--- config.mk ---
export PLATFORM = sky130hd
export DESIGN_NAME = if_fetch_stage_flat
export DESIGN_NICKNAME = d
export VERILOG_FILES = /design/src/rtl/if_fetch_stage_if.sv /design/src/rtl/if_fetch_stage.sv /design/src/flat_wrapper.sv
export SDC_FILE = /design/constraint.sdc
export NUM_CORES = 1
export LEC_CHECK = 0
export CORE_ASPECT_RATIO = 0.5
export CORE_UTILIZATION = 49
export DETAILED_ROUTE_END_ITERATION = 10
export PLACE_DENSITY = 0.83
export SLEW_MARGIN = 40
export SYNTH_ARGS = -nofsm -noshare
export SYNTH_HDL_FRONTEND = slang
export SYNTH_SLANG_ARGS = --single-unit
export TNS_END_PERCENT = 30
--- constraint.sdc ---
create_clock -name clk -period 3.21 [get_ports clk]
set_input_delay 0.4815 -clock clk [delete_from_list [all_inputs] [get_ports clk]]
set_output_delay 0.4815 -clock clk [all_outputs]
set_load 0.01 [all_outputs]
--- src/rtl/if_fetch_stage_if.sv ---
// Instruction-memory request/acknowledge bus between the fetch stage and imem.
// The fetch stage drives the master side; the memory model drives the slave side.
interface if_fetch_stage_if;
  logic        imem_req;
  logic [63:0] imem_addr;
  logic        imem_ack;
  logic [31:0] imem_rdata;

  modport master (
    output imem_req,
    output imem_addr,
    input  imem_ack,
    input  imem_rdata
  );

  modport slave (
    input  imem_req,
    input  imem_addr,
    output imem_ack,
    output imem_rdata
  );
endinterface

--- src/rtl/if_fetch_stage.sv ---
// LEGv8 instruction-fetch stage: PC, imem req/ack, IF/RF register with a one-entry skid buffer.
// Optional FETCH_PERF_EN adds perf_fetched / perf_redirects counters.
module if_fetch_stage #(
  parameter logic [63:0] RESET_PC = 64'h0
) (
  input  logic                     clk,
  input  logic                     rst_n,
  input  logic                     stall,
  input  logic                     br_taken,
  input  logic [63:0]              branchaddr,
  input  logic                     br_reg_sel,
  input  logic [63:0]              br_reg_target,
  if_fetch_stage_if.master         imem,
  output logic                     if_rf_valid,
  output logic [63:0]              if_rf_pc,
  output logic [31:0]              if_rf_instr
`ifdef FETCH_PERF_EN
  ,
  output logic [31:0]              perf_fetched,
  output logic [31:0]              perf_redirects
`endif
);

  typedef enum logic {
    S_REQ,
    S_DISCARD
  } state_t;

  state_t      r_state;
  logic [63:0] r_pc;
  logic [63:0] r_discard_addr;
  logic        r_buf_full;
  logic [63:0] r_buf_pc;
  logic [31:0] r_buf_instr;
  logic        r_if_rf_valid;
  logic [63:0] r_if_rf_pc;
  logic [31:0] r_if_rf_instr;

  logic        w_req;
  logic        w_fire;
  logic        w_redirect;
  logic        w_accept;
  logic [63:0] w_target;

  // Request stays up until acked; only a full skid buffer (or reset) withdraws it.
  assign w_req      = rst_n & ~r_buf_full;
  assign w_fire     = w_req & imem.imem_ack;
  assign w_redirect = br_taken & r_if_rf_valid & ~stall;
  assign w_target   = br_reg_sel ? br_reg_target : (r_if_rf_pc + branchaddr);
  assign w_accept   = w_fire & (r_state == S_REQ) & ~w_redirect;

  // While discarding, the in-flight address is kept on the bus even though pc already holds the target.
  assign imem.imem_req  = w_req;
  assign imem.imem_addr = (r_state == S_DISCARD) ? r_discard_addr : r_pc;

  assign if_rf_valid = r_if_rf_valid;
  assign if_rf_pc    = r_if_rf_pc;
  assign if_rf_instr = r_if_rf_instr;

  always_ff @(posedge clk or negedge rst_n) begin
    if (!rst_n) begin
      r_state        <= S_REQ;
      r_pc           <= RESET_PC;
      r_discard_addr <= 64'h0;
      r_buf_full     <= 1'b0;
      r_buf_pc       <= 64'h0;
      r_buf_instr    <= 32'h0;
      r_if_rf_valid  <= 1'b0;
      r_if_rf_pc     <= 64'h0;
      r_if_rf_instr  <= 32'h0;
    end else if (w_redirect) begin
      r_pc          <= w_target;
      r_buf_full    <= 1'b0;
      r_if_rf_valid <= 1'b0;
      r_if_rf_pc    <= 64'h0;
      r_if_rf_instr <= 32'h0;
      if (w_req && !imem.imem_ack) begin
        r_state <= S_DISCARD;
        if (r_state == S_REQ) begin
          r_discard_addr <= r_pc;
        end
      end else begin
        r_state <= S_REQ;
      end
    end else begin
      if ((r_state == S_DISCARD) && w_fire) begin
        r_state <= S_REQ;
      end

      if (w_accept) begin
        r_pc <= r_pc + 64'd4;
        if (stall) begin
          r_buf_full  <= 1'b1;
          r_buf_pc    <= r_pc;
          r_buf_instr <= imem.imem_rdata;
        end
      end

      // A buffered word always drains before any newly acked word can reach IF/RF.
      if (!stall) begin
        if (r_buf_full) begin
          r_buf_full    <= 1'b0;
          r_if_rf_valid <= 1'b1;
          r_if_rf_pc    <= r_buf_pc;
          r_if_rf_instr <= r_buf_instr;
        end else if (w_accept) begin
          r_if_rf_valid <= 1'b1;
          r_if_rf_pc    <= r_pc;
          r_if_rf_instr <= imem.imem_rdata;
        end else begin
          r_if_rf_valid <= 1'b0;
          r_if_rf_pc    <= 64'h0;
          r_if_rf_instr <= 32'h0;
        end
      end
    end
  end

`ifdef FETCH_PERF_EN
  logic w_load_valid;
  logic [31:0] r_perf_fetched;
  logic [31:0] r_perf_redirects;

  assign w_load_valid   = ~stall & ~w_redirect & (r_buf_full | w_accept);
  assign perf_fetched   = r_perf_fetched;
  assign perf_redirects = r_perf_redirects;

  always_ff @(posedge clk or negedge rst_n) begin
    if (!rst_n) begin
      r_perf_fetched   <= 32'h0;
      r_perf_redirects <= 32'h0;
    end else begin
      if (w_load_valid) begin
        r_perf_fetched <= r_perf_fetched + 32'd1;
      end
      if (w_redirect) begin
        r_perf_redirects <= r_perf_redirects + 32'd1;
      end
    end
  end
`endif

endmodule

--- src/flat_wrapper.sv ---
// flat-port wrapper written by rule: the top's interface ports become plain ports
module if_fetch_stage_flat 
#(
  parameter logic [63:0] RESET_PC = 64'h0
)
  (clk, rst_n, stall, br_taken, branchaddr, br_reg_sel, br_reg_target, if_rf_valid, if_rf_pc, if_rf_instr, imem_imem_req, imem_imem_addr, imem_imem_ack, imem_imem_rdata);
  if_fetch_stage_if imem_i ();
  input  logic clk;
  input  logic rst_n;
  input  logic stall;
  input  logic br_taken;
  input  logic [63:0] branchaddr;
  input  logic br_reg_sel;
  input  logic [63:0] br_reg_target;
  output logic if_rf_valid;
  output logic [63:0] if_rf_pc;
  output logic [31:0] if_rf_instr;
  output wire logic [$bits(imem_i.imem_req)-1:0] imem_imem_req;
  output wire logic [$bits(imem_i.imem_addr)-1:0] imem_imem_addr;
  input wire logic [$bits(imem_i.imem_ack)-1:0] imem_imem_ack;
  input wire logic [$bits(imem_i.imem_rdata)-1:0] imem_imem_rdata;
  assign imem_imem_req = imem_i.imem_req;
  assign imem_imem_addr = imem_i.imem_addr;
  assign imem_i.imem_ack = imem_imem_ack;
  assign imem_i.imem_rdata = imem_imem_rdata;
  if_fetch_stage #(.RESET_PC(RESET_PC)) u_core (.clk(clk), .rst_n(rst_n), .stall(stall), .br_taken(br_taken), .branchaddr(branchaddr), .br_reg_sel(br_reg_sel), .br_reg_target(br_reg_target), .imem(imem_i), .if_rf_valid(if_rf_valid), .if_rf_pc(if_rf_pc), .if_rf_instr(if_rf_instr));
endmodule
==> results <==
- The commonest cells after synthesis are sky130_fd_sc_hd__dfrtp_1 (323), sky130_fd_sc_hd__mux2_2 (216), sky130_fd_sc_hd__nand2_1 (203).
- Each instance of the synthesized netlist takes up on average 9.92 um2.
- At the later pin of the worst-skew pair, clock insertion delay measures ~0.59 ns.
- By area the synthesized netlist is led by sky130_fd_sc_hd__dfrtp_1 (43%), sky130_fd_sc_hd__mux2_2 (13%), sky130_fd_sc_hd__o21ai_0 (4.7%).
- The number of top-level pins is ~330.
- The share of total power dissipated in sequential elements is 37.3%.
- The reported max-cap violation count is 0.
- The startpoint type of the worst setup path is a register.
- CTS built an H-tree with a depth of 1.
- The dominant synthesized flop cell is sky130_fd_sc_hd__dfrtp_1.
- Entering global routing, the biggest net connects 98 pins.
- The first routing iteration left approximately 1,500 violations.
- The initial antenna violation count was 4.
- For this run, asynchronously set or reset flops after synthesis account for 100%.
- The total overflow left after global routing is 0.
- The first-pass iteration count of the detailed router is 5.
- The clock root buffer is sky130_fd_sc_hd__clkbuf_16.
- The worst clock skew on the final layout is 0.0280 ns.
- The total number of cells along the worst setup path is 14.
- Combinational logic is responsible for approximately two fifths of the overall power.
- The power per cell area is 712 nW/um2.
- The final setup violation count is 0.
- From synthesis to final layout, the design area changed by 35.3%.
- The number of buffers on the longest clock path is 3.
- The required time of the worst setup path is ~3.7 ns.
- Along the worst path, the maximum fanout reaches 3.
- The origin of the critical flop-to-flop path is u_core.if_rf_pc[0]$_DFFE_PN0P_.
- The TritonCTS clock tree is done.
- The via count is 17,200.
- Of the synthesized area, sequential elements account for around 43%.
- For this run, the top clock speed supported by timing is 316 MHz.
- The floorplan step set the die height to about 140 um.
- Net switching is 35.7% of the power.
- The clock share of power is a little over a fifth.
- The critical path ends at u_core.r_pc[61]$_DFFE_PN0P_.
- The total power draw is around 18 mW.
- The Yosys warning count is 0.
- For this design the total switching power over the nets is around 6.5 mW.
- For this run, the total global-route usage over all layers was measured as approximately 31%.
- The most used cell along the critical path is sky130_fd_sc_hd__buf_4.
- The number of cells on the worst reg-to-reg path is 14.
- In the routed layout, each cell is associated on average with a via count of about 5.9.
- Once the floorplan was initialized, standard cells occupied about half of the core.
- The number of global-route vias before repair is around 17,000.
- The worst register-to-register path ends at u_core.r_pc[61]$_DFFE_PN0P_.
- The worst path in the final design needs a cycle of between 3 and 4 ns, including I/O delays and setup.
- Summing every instance area after synthesis gives around 19,000 um2.
- At the pin with the least slew margin, the transition time is 0.831 ns.
- Summed over its instances, the top area cell type makes up about 43% of the synthesized netlist area.
- The first global-routing pass estimated just under 100,000 um of wire.
- The combined buffer and inverter count along the critical path is 3.
- The die is roughly 280 um wide.
- The number of rows in the core area is 50.
- Broken down by cell family, the worst path's largest delay share belongs to compound AO/OA/AOI/OAI gates.
- The slack of the worst reg-to-reg path is between 0.05 and 0.06 ns.
- Final hold analysis gives a worst-case slack of roughly 0.038 ns.
- The worst hold path belongs to the class primary input to async pin.
- The DRC violation count after routing is 0.
- Counting distinct cell types in the post-synthesis netlist gives about 80.
- The number of CTS-inserted buffers is 30.
- In the finished design, the share of the clock period the worst path needs comes to between 90% and 100%.
- The area of the die is a little under 40,000 um2.
- The clock-pin slew reported for the worst setup and hold paths after clock tree synthesis is 0.08 ns.
- The post-synth net total is approximately 2,100.
- The number of buffers added on ports is approximately 330.
- Synthesis produced about 1,900 cells.
- The detailed placer's ending HPWL is between 40,000 and 50,000 um.
- The leakage power figure is approximately 11 nW.
- STA classifies the critical path endpoint as a register.
- Measured against its own limit, the worst slew margin works out to between 40% and 50%.
- The number of pins with negative max-slew slack in the final report is 0.
- The start point of the critical path is u_core.if_rf_pc[0]$_DFFE_PN0P_.
- The highest-delay cell along the critical path is sky130_fd_sc_hd__dfrtp_2.
- After filler insertion, the fill cell instance count of the layout stands at approximately 2,800.
- The hold violation count in the final report is 0.
- The setup path with the least slack is of type register to register.
- The data arrival time of the critical path is 3.66 ns.
- The net count of the finished layout is between 2,000 and 3,000.
- The design internal power is roughly 12 mW.
- In the post-synthesis netlist, the cell with the most instances is sky130_fd_sc_hd__dfrtp_1.
- For this run, the slowest stage of the critical path takes 0.45 ns.
- Of the cells placed in the final design, the portion with a size suffix greater than 1 is around a quarter.
- Setup repair after global routing could not meet its margin everywhere.
- In this run, synthesis produced a sequential element count of approximately 320.
- The biggest area contributor in the post-synthesis netlist is sky130_fd_sc_hd__dfrtp_1.
- For this design, the sink count on the clock tree is 323.
- The count of nets left with antenna violations once routing finished came out at 0.
- The core region area is approximately 38,000 um2.
- The number of enable-type register cells in the synthesized netlist is 0.
- The worst-case IR drop observed on VDD is between 400 and 500 uV.
- The routed design has 62,100 um of wire.
- The average detailed-routed wire length per instance is ~21 um.
- The placer congestion estimate is between 0.9 and 1.
- The flow ran to the end, and the final reports show no timing, DRC or antenna violations.
- Traced cell by cell, the critical path runs through ha_4 > buf_4 > buf_4 > a21oi_2 > o211ai_2 > buf_4 > a21oi_4 > nor3_2 > o2111ai_2 > a211oi_2 > o32a_1 > a211oi_2 > mux2_2 > nor2_1.
through the flow:
stage          setup slack [ns]  cells  area (um2)  util, %  setup TNS [ns]
4_1_cts                 -0.0656   2903       25300     67.2          -0.252
3_5_place_dp             -0.773   2843       24100     64.1          -17.50
2_1_floorplan          -0.00511   1894       18800        -        -0.00511
6_report                 0.0504   2909       25400     67.6               0
5_1_grt                 -0.0330   2909       25400     67.6         -0.0901
3_3_place_gp             -0.596   2843       24100     64.1          -12.48
placed cells by master (no fill, tap or decap), types with 7 or more instances in the layout:
master,n
sky130_fd_sc_hd__nand2_1,203
sky130_fd_sc_hd__xnor2_1,64
sky130_fd_sc_hd__and4_1,8
sky130_fd_sc_hd__ha_1,62
sky130_fd_sc_hd__and3_1,12
sky130_fd_sc_hd__nand3_1,31
sky130_fd_sc_hd__mux2_2,215
sky130_fd_sc_hd__clkbuf_16,31
sky130_fd_sc_hd__o21bai_1,16
sky130_fd_sc_hd__o21ai_1,7
sky130_fd_sc_hd__buf_12,9
sky130_fd_sc_hd__xor2_1,50
sky130_fd_sc_hd__dfrtp_1,319
sky130_fd_sc_hd__and2_1,8
sky130_fd_sc_hd__clkdlybuf4s50_1,323
sky130_fd_sc_hd__a21boi_0,12
sky130_fd_sc_hd__nor3_1,14
sky130_fd_sc_hd__a21oi_1,122
sky130_fd_sc_hd__o21ai_0,173
sky130_fd_sc_hd__a31oi_1,16
sky130_fd_sc_hd__a211oi_1,24
sky130_fd_sc_hd__buf_4,232
sky130_fd_sc_hd__nor2_1,67
sky130_fd_sc_hd__mux2i_1,16
sky130_fd_sc_hd__inv_1,24
sky130_fd_sc_hd__a21o_1,32
sky130_fd_sc_hd__a22oi_1,97
sky130_fd_sc_hd__nand3b_1,12
sky130_fd_sc_hd__inv_6,7
sky130_fd_sc_hd__nand4_1,38
area by class of cell:
class	instances	area, um2	share of cell area, %
clock buffer	38	852	3.35
timing repair buffer	573	5260	20.7
sequential	323	8090	31.8
tap	520	651	2.56
inverter	24	90.1	0.354
multi-input combinational	1409	10300	40.4
antenna	4	10.0	0.0394
clock inverter	18	201	0.793
how the worst min path moves through the flow:
stage / startpoint / endpoint / slack [ns] / cells after the start
2_1_floorplan: rst_n / u_core.if_rf_instr[0]$_DFFE_PN0P_ / 0.19 / 0
3_3_place_gp: u_core.r_buf_pc[59]$_DFFE_PN0P_ / u_core.r_buf_pc[59]$_DFFE_PN0P_ / 0.46 / 2
3_5_place_dp: u_core.if_rf_instr[16]$_DFFE_PN0P_ / u_core.if_rf_instr[16]$_DFFE_PN0P_ / 0.47 / 2
4_1_cts: rst_n / u_core.r_discard_addr[45]$_DFFE_PN0P_ / 0.09 / 2
5_1_grt: rst_n / u_core.r_pc[62]$_DFFE_PN0P_ / 0.08 / 2
6_report: rst_n / u_core.r_pc[62]$_DFFE_PN0P_ / 0.04 / 2
logic make-up (layout without fill, tap and decap cells):
family	Yosys count	count (layout)	synth area share, %
compound gates	561	561	18.9
flops	323	323	43.0
xor+xnor	114	114	5.31
mux	232	232	13.8
simple gates	437	437	11.1
buf+inv	162	653	3.51
other cells	0	4	0
fa+ha+maj	65	65	4.37
power groups by stage:
stage / logic [mW] / registers (mW) / clock network [mW]
2_1_floorplan: 4.04 / 6.40 / 0
3_3_place_gp: 7.08 / 6.64 / 0
3_5_place_dp: 7.26 / 6.75 / 0
4_1_cts: 7.38 / 6.70 / 3.91
5_1_grt: 8.07 / 6.90 / 4.08
6_report: 7.47 / 6.76 / 3.87
flip-flops by register name, summed over array words and instances (netlist names):
register               cells
u_core.r_buf_instr        32
u_core.if_rf_pc           64
u_core.if_rf_instr        32
u_core.if_rf_valid         1
u_core.r_discard_addr     64
u_core.r_buf_full          1
u_core.r_buf_pc           64
u_core.r_state             1
u_core.r_pc               64
per-layer routing:
layer  global-route usage [%]  routed length, um  share of wire, %  vias up
met3                     4.59               3920               6.3      170
met2                     50.7              29200                47      659
met4                     13.0               2600               4.2        0
met5                        0                  0                 0        -
li1                         -                  -                 -     7840
met1                     42.3              26300                42     8566
repair_timing:
item                                    in CTS  in global routing
cloned                                       0                  0
resized for setup                           18                 24
endpoints found under the hold margin        0                  0
hold buffers                                 0                  0
endpoints found under the setup margin       9                 26
pin swaps                                   22                 11
buffers inserted                             4                  2
(Power assumes the default switching activity.)
